==> src/rtl/memory_stage_lsu.sv <==
// Memory-stage load/store unit: turns M-stage control into word-aligned req/ack
// data-memory accesses, aligns store data/byte enables and extends load data.
module memory_stage_lsu #(
  parameter int         ADDR_W  = 13,
  parameter int         TIMEOUT = 16,
  parameter logic [1:0] WB_MEM  = 2'b01
) (
  input  logic              clk,
  input  logic              aclr,
  input  logic              mem_wrenM,
  input  logic [1:0]        wb_selM,
  input  logic [2:0]        ld_selM,
  input  logic [3:0]        byte_enM,
  input  logic [31:0]       alu_dataM,
  input  logic [31:0]       forward2outM,
  output logic              dmem_req,
  output logic              dmem_we,
  output logic [ADDR_W-3:0] dmem_addr,
  output logic [3:0]        dmem_be,
  output logic [31:0]       dmem_wdata,
  input  logic              dmem_ack,
  input  logic [31:0]       dmem_rdata,
  output logic [31:0]       ld_dataM,
  output logic              stallM,
  output logic              misalignM,
  output logic              mem_errM
);

  localparam int                TCNT_W    = $clog2(TIMEOUT + 1);
  localparam logic [TCNT_W-1:0] TCNT_LAST = TCNT_W'(TIMEOUT - 1);

  typedef enum logic [1:0] {IDLE = 2'd0, REQ = 2'd1, DONE = 2'd2} state_t;

  // Access size comes from the store mask for stores, else from the load type.
  function automatic logic misaligned_f(input logic wr, input logic [2:0] sel,
                                        input logic [3:0] be, input logic [1:0] a);
    logic half_v;
    logic word_v;
    if (wr) begin
      half_v = (be == 4'b0011);
      word_v = (be == 4'b1111);
    end else begin
      half_v = (sel[1:0] == 2'b01);
      word_v = (sel[1:0] == 2'b10);
    end
    return (half_v & a[0]) | (word_v & (a != 2'b00));
  endfunction

  function automatic logic [31:0] extend_f(input logic [31:0] d, input logic [2:0] sel);
    logic [31:0] r;
    case (sel)
      3'b000:  r = {{24{d[7]}}, d[7:0]};
      3'b001:  r = {{16{d[15]}}, d[15:0]};
      3'b100:  r = {24'd0, d[7:0]};
      3'b101:  r = {16'd0, d[15:0]};
      default: r = d;
    endcase
    return r;
  endfunction

  state_t            state_r;
  state_t            state_nxt_s;
  logic [TCNT_W-1:0] tcnt_r;
  logic [1:0]        a_r;
  logic [2:0]        ld_sel_r;
  logic [1:0]        a_s;
  logic              acc_s;
  logic              mis_s;
  logic              issue_s;
  logic              ack_s;
  logic              tmo_s;
  logic              unused_s;

  assign a_s      = alu_dataM[1:0];
  assign acc_s    = mem_wrenM | (wb_selM == WB_MEM);
  assign mis_s    = misaligned_f(mem_wrenM, ld_selM, byte_enM, a_s);
  assign issue_s  = (state_r == IDLE) & acc_s & ~mis_s;
  assign ack_s    = (state_r == REQ) & dmem_ack;
  assign tmo_s    = (state_r == REQ) & ~dmem_ack & (tcnt_r == TCNT_LAST);
  assign unused_s = ^alu_dataM[31:ADDR_W];

  // State register
  always_ff @(posedge clk or negedge aclr) begin
    if (!aclr) begin
      state_r <= IDLE;
    end else begin
      state_r <= state_nxt_s;
    end
  end

  // Next-state logic
  always_comb begin
    state_nxt_s = state_r;
    case (state_r)
      IDLE:    if (issue_s) state_nxt_s = REQ; else state_nxt_s = IDLE;
      REQ:     if (ack_s | tmo_s) state_nxt_s = DONE; else state_nxt_s = REQ;
      DONE:    state_nxt_s = IDLE;
      default: state_nxt_s = IDLE;
    endcase
  end

  // Pipeline stall and misalignment flags (combinational, current cycle)
  always_comb begin
    stallM    = 1'b0;
    misalignM = 1'b0;
    case (state_r)
      IDLE: begin
        stallM    = acc_s & ~mis_s;
        misalignM = acc_s & mis_s;
      end
      REQ:     stallM = 1'b1;
      default: stallM = 1'b0;
    endcase
  end

  // Bus request registers, timeout counter and load result capture
  always_ff @(posedge clk or negedge aclr) begin
    if (!aclr) begin
      dmem_req   <= 1'b0;
      dmem_we    <= 1'b0;
      dmem_addr  <= {(ADDR_W-2){1'b0}};
      dmem_be    <= 4'b0000;
      dmem_wdata <= 32'd0;
      ld_dataM   <= 32'd0;
      mem_errM   <= 1'b0;
      tcnt_r     <= {TCNT_W{1'b0}};
      a_r        <= 2'b00;
      ld_sel_r   <= 3'b000;
    end else begin
      case (state_r)
        IDLE: begin
          if (issue_s) begin
            dmem_req   <= 1'b1;
            dmem_we    <= mem_wrenM;
            dmem_addr  <= alu_dataM[ADDR_W-1:2];
            dmem_be    <= mem_wrenM ? (byte_enM << a_s) : 4'b0000;
            dmem_wdata <= forward2outM << {a_s, 3'b000};
            a_r        <= a_s;
            ld_sel_r   <= ld_selM;
          end
        end
        REQ: begin
          // An ack on the final counted cycle wins over the timeout.
          if (ack_s) begin
            dmem_req <= 1'b0;
            tcnt_r   <= {TCNT_W{1'b0}};
            ld_dataM <= dmem_we ? 32'd0 : extend_f(dmem_rdata >> {a_r, 3'b000}, ld_sel_r);
          end else if (tmo_s) begin
            dmem_req <= 1'b0;
            tcnt_r   <= {TCNT_W{1'b0}};
            ld_dataM <= 32'd0;
            mem_errM <= 1'b1;
          end else begin
            tcnt_r <= tcnt_r + TCNT_W'(1);
          end
        end
        DONE: begin
          mem_errM <= 1'b0;
          tcnt_r   <= {TCNT_W{1'b0}};
        end
        default: begin
          dmem_req <= 1'b0;
          mem_errM <= 1'b0;
        end
      endcase
    end
  end

endmodule

==> config.mk <==
export PLATFORM = sky130hd
export DESIGN_NAME = memory_stage_lsu
export DESIGN_NICKNAME = d
export VERILOG_FILES = /design/src/rtl/memory_stage_lsu.sv
export SDC_FILE = /design/constraint.sdc
export NUM_CORES = 1
export LEC_CHECK = 0
export CAP_MARGIN = 40
export CORE_ASPECT_RATIO = 1.25
export CORE_MARGIN = 4
export CORE_UTILIZATION = 47
export DETAILED_ROUTE_END_ITERATION = 8
export GPL_TIMING_DRIVEN = 0
export PLACE_DENSITY_LB_ADDON = 0.25
export SYNTH_ARGS = -nofsm -noshare
export SYNTH_HDL_FRONTEND = slang
export SYNTH_SLANG_ARGS = --single-unit
==> constraint.sdc <==
create_clock -name clk -period 3.65 [get_ports clk]
set_clock_uncertainty 0.2 [all_clocks]
set_input_delay 0.73 -clock clk [delete_from_list [all_inputs] [get_ports clk]]
set_output_delay 0.73 -clock clk [all_outputs]
set_load 0.05 [all_outputs]
-- Word level (Yosys, flattened, before mapping)
Cells that the tools add are included.
- bits of input ports: 109
- output and inout port bits: 84
- register bits after elaboration: 94
- logic and storage cells: 77
- shift operators: 3
- reduce and logical (&&, ||, !) cells: 9
- equality and inequality tests: 15
- bitwise logic cells: 16
- add/subtract/negate cells: 1
- muxes and demuxes: 22
- operator list (cell ; count):
    $pmux W32 S4 ; 1
    $mux W32 ; 3
    $shl A32 B5 Y32 ; 1
    $shr A32 B5 Y32 ; 1
    $mux W5 ; 2
    $pmux W5 S2 ; 1
    $and A1 B1 Y1 ; 9
    $mux W1 ; 9
    $eq A2 B1 Y1 const B ; 3
    $eq A3 B3 Y1 const B ; 2
    $ne A2 B2 Y1 const B ; 3
    $reduce_and A3 Y1 ; 2
    $reduce_bool A2 Y1 ; 3
    $add A5 B1 Y5 const B ; 1
    $eq A5 B4 Y1 const B ; 1
    $eq A2 B2 Y1 const B ; 2
    $eq A4 B2 Y1 const B ; 1
    $eq A4 B4 Y1 const B ; 1
    $mux W4 ; 1
    $not A1 Y1 ; 4
    $pmux W1 S2 ; 2
    $pmux W2 S2 ; 1
    $reduce_and A2 Y1 ; 2
    $shl A4 B2 Y4 ; 1
    7 further kinds ; 9

-- Longest topological paths before layout
Gate-level depths: netlist (run 1).
- depth after elaboration: 8
- mapped depth: 8
- depth with buffers taken out: 6

-- Least setup slack after synthesis (run 1)
No wires, ideal clock.
- path kind: input to output
- from: input port alu_dataM[0]
- to: output port misalignM
- arrival: 2385 ps
- buffers on the path: 1
- data required time: 2720 ps
- path slack: 335 ps
- stages on the path: 5
- cells stage by stage: buf_2 or3b_1 a31oi_4 nand3_1 nor2_1
- cells in the longest elaborated chain, start to end: 5
- elaborated cells on any way between the ends: 6
- classes of those cells: 1 x mux; 4 x bitwise; 1 x reduce/logical
- ends and longest elaborated chain (item ; line ; RTL):
    from (decl) ; 14 ; input logic [31:0] alu_dataM,
    $reduce_bool A2 Y1 ; 46 ; return (half_v & a[0]) | (word_v & (a != 2'b00));
    $and A1 B1 Y1 ; 46 ;
    $or A1 B1 Y1 (*) ; 46 ;
    $and A1 B1 Y1 (*) ; 109 ; misalignM = acc_s & mis_s;
    $mux W1 (*) ; 106 ; case (state_r)
    to (decl) ; 25 ; output logic misalignM,
Every way passes the cells marked *; elsewhere a longest branch is shown, timed or not.

-- Worst setup path in the final report (run 1)
- from: input port byte_enM[2]
- to: output port misalignM
- cells in the longest elaborated chain, start to end: 6
- elaborated cells on any way between the ends: 9
- classes of those cells: 2 x eq/ne; 3 x mux; 4 x bitwise
- ends and longest elaborated chain (item ; line ; RTL):
    from (decl) ; 13 ; input logic [3:0] byte_enM,
    $eq A4 B2 Y1 / $eq A4 B4 Y1 (equally long branches) ; 40, 41 ;
    $mux W1 ; 39 ; if (wr) begin
    $and A1 B1 Y1 ; 46 ;
    $or A1 B1 Y1 (*) ; 46 ;
    $and A1 B1 Y1 (*) ; 109 ;
    $mux W1 (*) ; 106 ;
Marked as above.

==> metrics, run 1 <==
Sink Count=94; DR pass1 iterations=4; Final ANT Viol Nets=0; max-slew violations=0; critical path class=in2out; IO Port Bufs=172; Rel. slew slack=0.470; die width=99.0 um; Worst Setup Slack, final=0.0749 ns; Clk pin slew, worst setup/hold paths=0.07 ns; Clock Latency Late Sink=0.34 ns; pin count of the biggest net entering global routing=69; fmax=0.280 GHz; CTS tree=built; Cell Count Post-Placement=734; Mapped Cells=432; Routed WL=14.3 mm; slew of the pin with the lowest slew margin=0.792 ns; post-synth cell types=51; area grow syn2layout=45.3%; core region area=10,100 um^2; R2R depth=8; first-pass GRT wire length=22.8 mm; maximum fanout along the worst path=9; nets=729; register area=2350 um^2; Required @ worst endpoint=2.72 ns; synthesized cell area=4860 um^2; dpl ws=-0.588 ns; hold slack=0.106 ns; max-cap viol count=0; Pleak=3.11 nW; Routed wire per std cell=19.0 um; Final setup violation count=0; starting density of the core=0.481; GRT Util Overall=0.238; routed vias/inst=5.59; vias in the first global route=4,504; RePlAce Congestion=0.845; syn avg cell area=11.3 um^2; CTS root buf=clkbuf_16; Worst VDD drop=0.595 mV; grt total ovfl=0; initial antenna violation count=0; Crit. End Element=output pin; clk buf depth=2; startpoint types=input port; setup TNS=0 ns; FP Rows=41; Final Critical Period=3.58 ns; sequential-to-total area share from yosys stat=0.484; #FFs+latches synth=94; area occupied by multi-input gates=2300 um^2; diode count=0; share of post-route cells with drive strength above 1=0.113; Synth warnings=0; RSZ-0062 raised after global routing=false; ys async rst share=1.00; PwrDens=925 nW/um^2; Tcrit/Tclk final=0.979; Filler Cell Count=801; First DRT Iteration DRCs=177; final instance area=7070 um^2; Area after DPL=6770 um^2; DR DRC count=0; H-tree depth=3; top_reg_cell synth=dfrtp_1; Vias=4,190; DIE HEIGHT=122 um; syn_nets=545; status=finished, final reports clean; final hold violations=0; area of the die=12,100 um^2; DPL Wire Length=10.8 mm; Post-synth EDFFs=0; Layout Cells excl Fill=750; Num CTS Buffers=9; critical path data arrival time=2.65 ns; I/O Pins=193; HP Class=in2async
-- layer usage --
metal | track usage | up-vias | wire (um)
met5 | 0 | - | 0
met4 | 0.0965 | 0 | 325
met3 | 0.0659 | 21 | 1060
met2 | 0.413 | 161 | 7210
met1 | 0.277 | 2040 | 5660
li1 | - | 1968 | -
-- stage by stage --
stage,util,power [mW]
2_1_floorplan,-,4.36
3_3_place_gp,0.668,5.60
4_1_cts,0.699,6.58
3_5_place_dp,0.670,5.66
6_report,0.700,6.54
5_1_grt,0.700,6.86
-- worst max-delay path, stage by stage --
cell and delay, ns:
clkdlybuf4s50_1 0.46, or3b_4 0.43, a31oi_4 0.25, nand3_2 0.23
nor2_1 0.16, clkdlybuf4s15_2 0.39
-- where the power goes --
part | internal [mW] | switching, mW | total, mW
sequential | 1.50 | 0.283 | 1.78
clock | 0.484 | 0.414 | 0.898
combinational | 1.47 | 2.39 | 3.86
total | 3.45 | 3.09 | 6.54
-- area by class of cell --
| class | instances | share of cell area |
|---|---|---|
| Inverter | 11 | 0.00584 |
| Clock inverter | 6 | 0.00655 |
| Sequential cell | 94 | 0.333 |
| Buffer | 33 | 0.0242 |
| Multi-Input combinational cell | 293 | 0.326 |
| Timing Repair Buffer | 174 | 0.248 |
| Tap cell | 129 | 0.0228 |
| Clock buffer | 10 | 0.0338 |
-- final timing paths --
| kind | startpoint | to | slack (ns) |
|---|---|---|---|
| max | byte_enM[2] | misalignM | 0.07 |
| min | aclr | mem_errM | 0.11 |
| max reg2reg | state_r[1] | ld_dataM[26] | 1.03 |
| min reg2reg | ld_dataM[12] | ld_dataM[12] | 0.28 |
| max in group asynchronous | aclr | ld_dataM[16] | 2.49 |
| min in group clk | ld_dataM[12] | ld_dataM[12] | 0.28 |
-- state kept, by name, summed over array words and instances (netlist names) --
signal,count
state_r,2
dmem_wdata,32
dmem_be,4
a_r,2
ld_sel_r,3
dmem_req,1
dmem_we,1
dmem_addr,11
tcnt_r,5
mem_errM,1
ld_dataM,32
-- cells by family (layout without fill, tap and decap cells) --
group                      count (synthesis)  in the layout  share of synthesized area
AOI/OAI and AO/OA                        127            127                      0.184
adders and majority gates                  4              4                     0.0103
buffers and inverters                     45            234                     0.0453
DFF                                       94             94                      0.484
muxes                                     74             74                      0.180
and+or+nand+nor                           88             88                     0.0970
-- timing repair --
action	CTS	global route
resized for setup	11	5
setup endpoints to repair	2	2
pin swaps	0	1
buffers inserted	0	1
hold buffers	0	0
-- placed cells by master, fill, tap and decap left out, types with 3 or more instances in the layout --
master	n
a211oi_1	9
a21oi_1	25
a221o_1	16
a22o_1	18
buf_2	7
buf_6	5
clkbuf_1	18
clkbuf_16	9
clkdlybuf4s50_1	168
dfrtp_1	94
ha_1	4
inv_1	11
mux2_1	12
mux2_2	7
mux2_4	20
mux2i_1	34
nand2_1	29
nand2b_1	3
nand3_1	5
nand3b_1	9
nor2_1	10
nor2b_1	12
nor3_1	10
o21ai_0	20
o21ai_1	17
-- synth_stat cells (6+ instances only) --
cell | instances | area, um^2
o21ai_1 | 17 | 85.1
inv_1 | 11 | 41.3
o21ai_0 | 21 | 105
nor3_1 | 10 | 50.1
nand3b_1 | 9 | 67.6
nor2b_1 | 12 | 75.1
nand3_1 | 6 | 30.0
mux2_4 | 20 | 300
a221o_1 | 16 | 160
a22o_1 | 18 | 158
mux2_2 | 7 | 78.8
mux2i_1 | 34 | 340
buf_2 | 7 | 35.0
a21oi_1 | 25 | 125
dfrtp_1 | 94 | 2350
a211oi_1 | 9 | 67.6
mux2_1 | 12 | 135
nor2_1 | 10 | 37.5
nand2_1 | 29 | 109
clkbuf_1 | 18 | 67.6
No activity file was read; power rests on OpenSTA's default activity.
==> run 2: changes to the inputs <==
- MAX_ROUTING_LAYER: not set -> met4
- clock period: 3.65 -> 4.3 ns (I/O delays scaled with it)
==> run 2 against run 1 <==
Compared with the run above:
- wire length down 0.20%
- clock power down 15%
- die area unchanged
- critical path type unchanged
- critical endpoint is now stallM
- largest cell class unchanged
==> metrics, run 2 (synthesized netlist as in run 1, its figures left out) <==
status=finished, final reports clean; slew of the pin with the lowest slew margin=0.767 ns (-0.0254 ns); Final Critical Period=4.16 ns; H-tree depth=3 (unchanged); Worst Setup Slack, final=0.144 ns (+0.0694 ns); startpoint types=input port; CTS tree=built; DR pass1 iterations=4 (unchanged); vias in the first global route=4,514 (+0.22%); Critical R2R Launch=state_r[1]; Final setup violation count=0 (unchanged); Clock Latency Late Sink=0.34 ns (about the same); largest registers=dmem_wdata: 32 flops, ld_dataM: 32 flops, dmem_addr: 11 flops; CTS resizes=3 (-8); CP max stage delay=0.53 ns (+0.07 ns); FP Rows=41 (unchanged); max-cap viol count=0 (unchanged); die width=99.0 um (unchanged); Worst VDD drop=0.505 mV (-15%); hold_buf cts=0 (unchanged); Buffers & Inverters on Critical Path=4 (+2); DIE HEIGHT=122 um (unchanged); Pleak=3.10 nW (-0.28%); HP Class=in2async; Cell Count Post-Placement=734 (unchanged); fmax=0.241 GHz; RSZ-0062 raised after global routing=false; Post-CTS Setup Inserts=0 (unchanged); CP Depth=8 (+2); First DRT Iteration DRCs=188 (+6.2%); Final ANT Viol Nets=0 (unchanged); crit path capture=stallM; first-pass GRT wire length=22.8 mm (+0.15%); slowest CP cell=clkdlybuf4s50_1; pin count of the biggest net entering global routing=69 (unchanged); I/O Pins=193 (unchanged); Clk pin slew, worst setup/hold paths=0.07 ns (about the same); Crit. End Element=output pin; worst-path cell chain=clkdlybuf4s50_1 -> and3b_1 -> a211o_1 -> a31o_1 -> buf_4 -> buf_6 -> nand2b_1 -> dlygate4sd2_1; critical path's top delay family=buffers and inverters; R2R depth=8 (unchanged); hold slack=0.233 ns (+0.127 ns); Sink Count=94 (unchanged); clk buf depth=2 (unchanged); Routed wire per std cell=19.0 um (-0.20%); core region area=10,100 um^2 (unchanged); initial antenna violation count=0 (unchanged); starting density of the core=0.481 (unchanged); Worst R2R End=ld_dataM[24]; PwrDens=787 nW/um^2 (-15%); Tcrit/Tclk final=0.966; DR DRC count=0 (unchanged); Layout Cells excl Fill=750 (unchanged); GRT Util Overall=0.245 (+0.00734); final hold violations=0 (unchanged); area of the die=12,100 um^2 (unchanged); routed vias/inst=5.56 (-0.48%); CTS root buf=clkbuf_16; maximum fanout along the worst path=10 (+1); area grow syn2layout=45.0%; max-slew violations=0 (unchanged); DPL Wire Length=10.8 mm (unchanged); grt total ovfl=0 (unchanged); commonest non-fill, non-tap cell in the layout=clkdlybuf4s50_1; nets=729 (unchanged); critical path data arrival time=3.10 ns (+0.45 ns); IO Port Bufs=172 (unchanged); critical path class=in2out; Required @ worst endpoint=3.24 ns (+0.52 ns); Vias=4,170 (-0.48%); most frequent cells in the layout=clkdlybuf4s50_1 (169), dfrtp_1 (94), mux2i_1 (34), nand2_1 (29), a21oi_1 (25); share of post-route cells with drive strength above 1=0.105 (-0.00805); RePlAce Congestion=0.858 (+1.6%); dpl ws=-0.198 ns (+0.390 ns); diode count=0 (unchanged); Num CTS Buffers=9 (unchanged); Setup crit start=ld_selM[1]; R2R Setup Slk=1.69 ns (+0.66 ns); Routed WL=14.2 mm (-0.20%); Rel. slew slack=0.487 (+0.0170)
-- run 2: cell count changes in the layout (fill, tap and decap cells not counted), sizes merged --
cell	before	now
clkdlybuf4s50	168	169
clkdlybuf4s15	1	0
clkbuf	30	29
dlymetal6s2s	1	0
dlygate4sd2	0	2
-- run 2: final cells by class --
| cell class | count | area [um^2] |
|---|---|---|
| multi-input cells | 293 | 2290 |
| flip-flops and latches | 94 | 2350 |
| clock buffers | 10 | 239 |
| well taps | 129 | 161 |
| repair buffers | 173 | 1740 |
| clock inverters | 6 | 46.3 |
| plain buffers | 34 | 179 |
| fillers | 801 | 3050 |
| inverters | 11 | 41.3 |
-- run 2: metal layers --
metal,GRT usage,vias to the layer above,share of wire
li1,-,1963,-
met1,0.282,2017,0.40
met2,0.413,161,0.51
met3,0.0584,29,0.067
met4,0.0965,0,0.027
met5,-,-,0
-- run 2: where the power goes --
part | switching, mW | total (mW) | leakage [nW] | internal (mW)
Combinational | 2.03 | 3.28 | 1.76 | 1.25
Clock | 0.353 | 0.764 | 0.135 | 0.411
Sequential | 0.241 | 1.51 | 1.20 | 1.27
-- run 2: worst reg2reg max path: cells and delay by family (launching register included) --
family / cells / cell delay [ns]
and+or+nand+nor: 3 / 1.18
AOI/OAI and AO/OA: 1 / 0.18
DFF: 1 / 0.39
buffers and inverters: 3 / 0.46
adders and majority gates: 1 / 0.13
-- run 2: worst min path at each step --
stage | startpoint | end | slack (ns) | cells past startpoint
2_1_floorplan | tcnt_r[4] | tcnt_r[4] | 0.27 | 1
3_3_place_gp | ld_dataM[3] | ld_dataM[3] | 0.27 | 2
3_5_place_dp | ld_dataM[12] | ld_dataM[12] | 0.27 | 2
4_1_cts | aclr | mem_errM | 0.24 | 1
5_1_grt | aclr | state_r[0] | 0.26 | 1
6_report | aclr | mem_errM | 0.23 | 1
-- run 2: metrics by stage --
stage	util	TNS, ns	cell area [um^2]	power [mW]
after floorplan	-	0	4860	3.70
after global placement	0.668	-117.61	6750	4.75
after detailed placement	0.670	-0.297	6770	4.81
after CTS	0.698	0	7060	5.58
after global routing	0.698	0	7060	5.82
final	0.698	0	7060	5.55
==> run 3: changes to the inputs <==
- CTS_CLUSTER_DIAMETER: not set -> 80
- GPL_TIMING_DRIVEN: 0 -> not set
==> run 3 against run 2 <==
Compared with the run above:
- core utilization is essentially flat
- hold slack gained 0.010 ns
- final cell count shrank 2.9%
- sequential power is essentially flat
- clock power grew 11%
- critical endpoint is now misalignM
- largest power group unchanged
==> metrics, run 3 (synthesized netlist as in run 1, its figures left out) <==
max-cap viol count=0 (unchanged); core region area=10,100 um^2 (unchanged); largest registers=dmem_wdata: 32 flops, ld_dataM: 32 flops, dmem_addr: 11 flops; H-tree depth=3 (unchanged); worst-path cell chain=clkdlybuf4s50_1 -> or3b_1 -> a31oi_4 -> nand3_1 -> nor2_1 -> buf_12; Required @ worst endpoint=3.24 ns (about the same); initial antenna violation count=0 (unchanged); CTS root buf=clkbuf_16; Final setup violation count=0 (unchanged); GRT Util Overall=0.232 (-0.0135); critical path data arrival time=2.50 ns (-0.60 ns); commonest non-fill, non-tap cell in the layout=clkdlybuf4s50_1; Post-CTS Setup Inserts=0 (unchanged); Pint=3.05 mW (+4.1%); first-pass GRT wire length=21.7 mm (-5.1%); max-slew violations=0 (unchanged); routed vias/inst=5.64 (+1.4%); CP max stage delay=0.51 ns (-0.02 ns); Rel. slew slack=0.425 (-0.0624); grt total ovfl=0 (unchanged); Sink Count=94 (unchanged); area of the die=12,100 um^2 (unchanged); Sw Share=0.459 (-0.0137); DR DRC count=0 (unchanged); Final ANT Viol Nets=0 (unchanged); final hold violations=0 (unchanged); share of post-route cells with drive strength above 1=0.105 (+0.000505); clk buf depth=2 (unchanged); die width=99.0 um (unchanged); Filler Cell Count=778 (-2.9%); DR pass1 iterations=4 (unchanged); Vias=4,104 (-1.6%); Routed WL=13.6 mm (-4.5%); IO Port Bufs=173 (+0.58%); critical path's top delay family=simple AND/OR/NAND/NOR gates; Clk pin slew, worst setup/hold paths=0.07 ns (about the same); fmax=0.281 GHz (+17%); final instance area=7050 um^2 (about the same); maximum fanout along the worst path=5 (-5); vias in the first global route=4,305 (-4.6%); diode count=0 (unchanged); pin count of the biggest net entering global routing=54 (-22%); I/O Pins=193 (unchanged); slew of the pin with the lowest slew margin=0.860 ns (+0.0932 ns); Tcrit/Tclk final=0.828 (-0.138); CTS resizes=0 (-3); DPL Wire Length=9.99 mm (-7.5%); clock power share=0.151 (+0.013); First DRT Iteration DRCs=154 (-18%); CTS tree=built; post-layout power=5.63 mW (+1.4%); critical path class=in2out; HP Class=in2async; PwrDens=799 nW/um^2 (+1.5%); startpoint types=input port; combinational share of power=0.580 (-0.010); RePlAce Congestion=0.806 (-6.0%); sw power=2.58 mW (-1.5%); Buffers & Inverters on Critical Path=2 (-2); Area after DPL=6730 um^2 (-0.57%); setup TNS=0 ns (unchanged); Clock Latency Late Sink=0.34 ns (about the same); starting density of the core=0.481 (unchanged); hold_buf cts=0 (unchanged); Num CTS Buffers=9 (unchanged); Sequential Power Share=0.269 (-0.003); RSZ-0062 raised after global routing=false; status=finished, final reports clean; Pleak=3.10 nW (+0.18%); slowest CP cell=clkdlybuf4s50_1; FP Rows=41 (unchanged); Worst VDD drop=0.455 mV (-9.8%); most frequent cells in the layout=clkdlybuf4s50_1 (170), dfrtp_1 (94), mux2i_1 (34), nand2_1 (29), a21oi_1 (25); Crit. End Element=output pin; nets=707 (-3.0%); DIE HEIGHT=122 um (unchanged); Final Critical Period=3.56 ns (-0.595 ns); dpl ws=0.725 ns (+0.923 ns); area grow syn2layout=44.9% (about the same); Worst Setup Slack, final=0.739 ns (+0.595 ns); Routed wire per std cell=18.7 um (-1.6%)
==> run 3: cell types whose count changed in the layout (fill, tap and decap cells not counted), sizes merged, moves of 2 or more <==
cell,delta
dlygate4sd2,-2
buf,-2
bufinv,+2
clkbuf,-17
clkinvlp,-2
==> run 3: per-stage QoR <==
stage,cells,hold slack (ns),utilization
floorplan,432,0.268,-
global route,728,0.265,0.698
detailed placement,712,0.281,0.666
CTS,728,0.250,0.698
global placement,709,0.270,0.658
finish,728,0.243,0.698
==> run 3: final cells by class <==
cell class              instances  area, um^2  area share
inverters                      11        41.3     0.00586
flip-flops and latches         94        2350       0.334
well taps                     129         161      0.0229
repair buffers                185        1890       0.268
clock inverters                 4        70.1     0.00994
clock buffers                  12         246      0.0350
multi-input cells             293        2290       0.325
==> run 3: worst register-to-register path, stage by stage, from the launching register on <==
cell	delay, ns
dfrtp_1	0.38
inv_1	0.08
ha_1	0.32
nand3b_1	0.11
buf_4	0.21
nor3b_2	0.57
and2_1	0.43
a221o_1	0.21
==> run 3: power groups by stage <==
stage,logic (mW),registers [mW],clock network [mW]
2_1_floorplan,1.04,2.67,0
3_3_place_gp,3.14,1.54,0
3_5_place_dp,3.27,1.53,0
4_1_cts,3.29,1.52,0.868
5_1_grt,3.42,1.56,0.905
6_report,3.27,1.52,0.851
==> run 3: routing by layer <==
metal  global-route usage  vias to the layer above  share of wire  wire length [um]
met5                    -                        -              0                 0
met1                0.278                     2003           0.40              5470
li1                     -                     1923              -                 -
met4               0.0658                        0          0.015               199
met2                0.387                      159           0.51              6900
met3               0.0601                       19          0.075              1020
==> run 3: path summary, 6_finish.rpt <==
| path | cells after the start | start | slack (ns) | to |
|---|---|---|---|---|
| max | 6 | alu_dataM[0] | 0.74 | misalignM |
| max reg2reg | 7 | state_r[1] | 1.71 | ld_dataM[28] |
| max in group asynchronous | 3 | aclr | 2.86 | dmem_wdata[7] |
| min | 1 | aclr | 0.24 | mem_errM |
| min reg2reg | 2 | ld_dataM[10] | 0.29 | ld_dataM[10] |
| min in group clk | 2 | ld_dataM[10] | 0.29 | ld_dataM[10] |
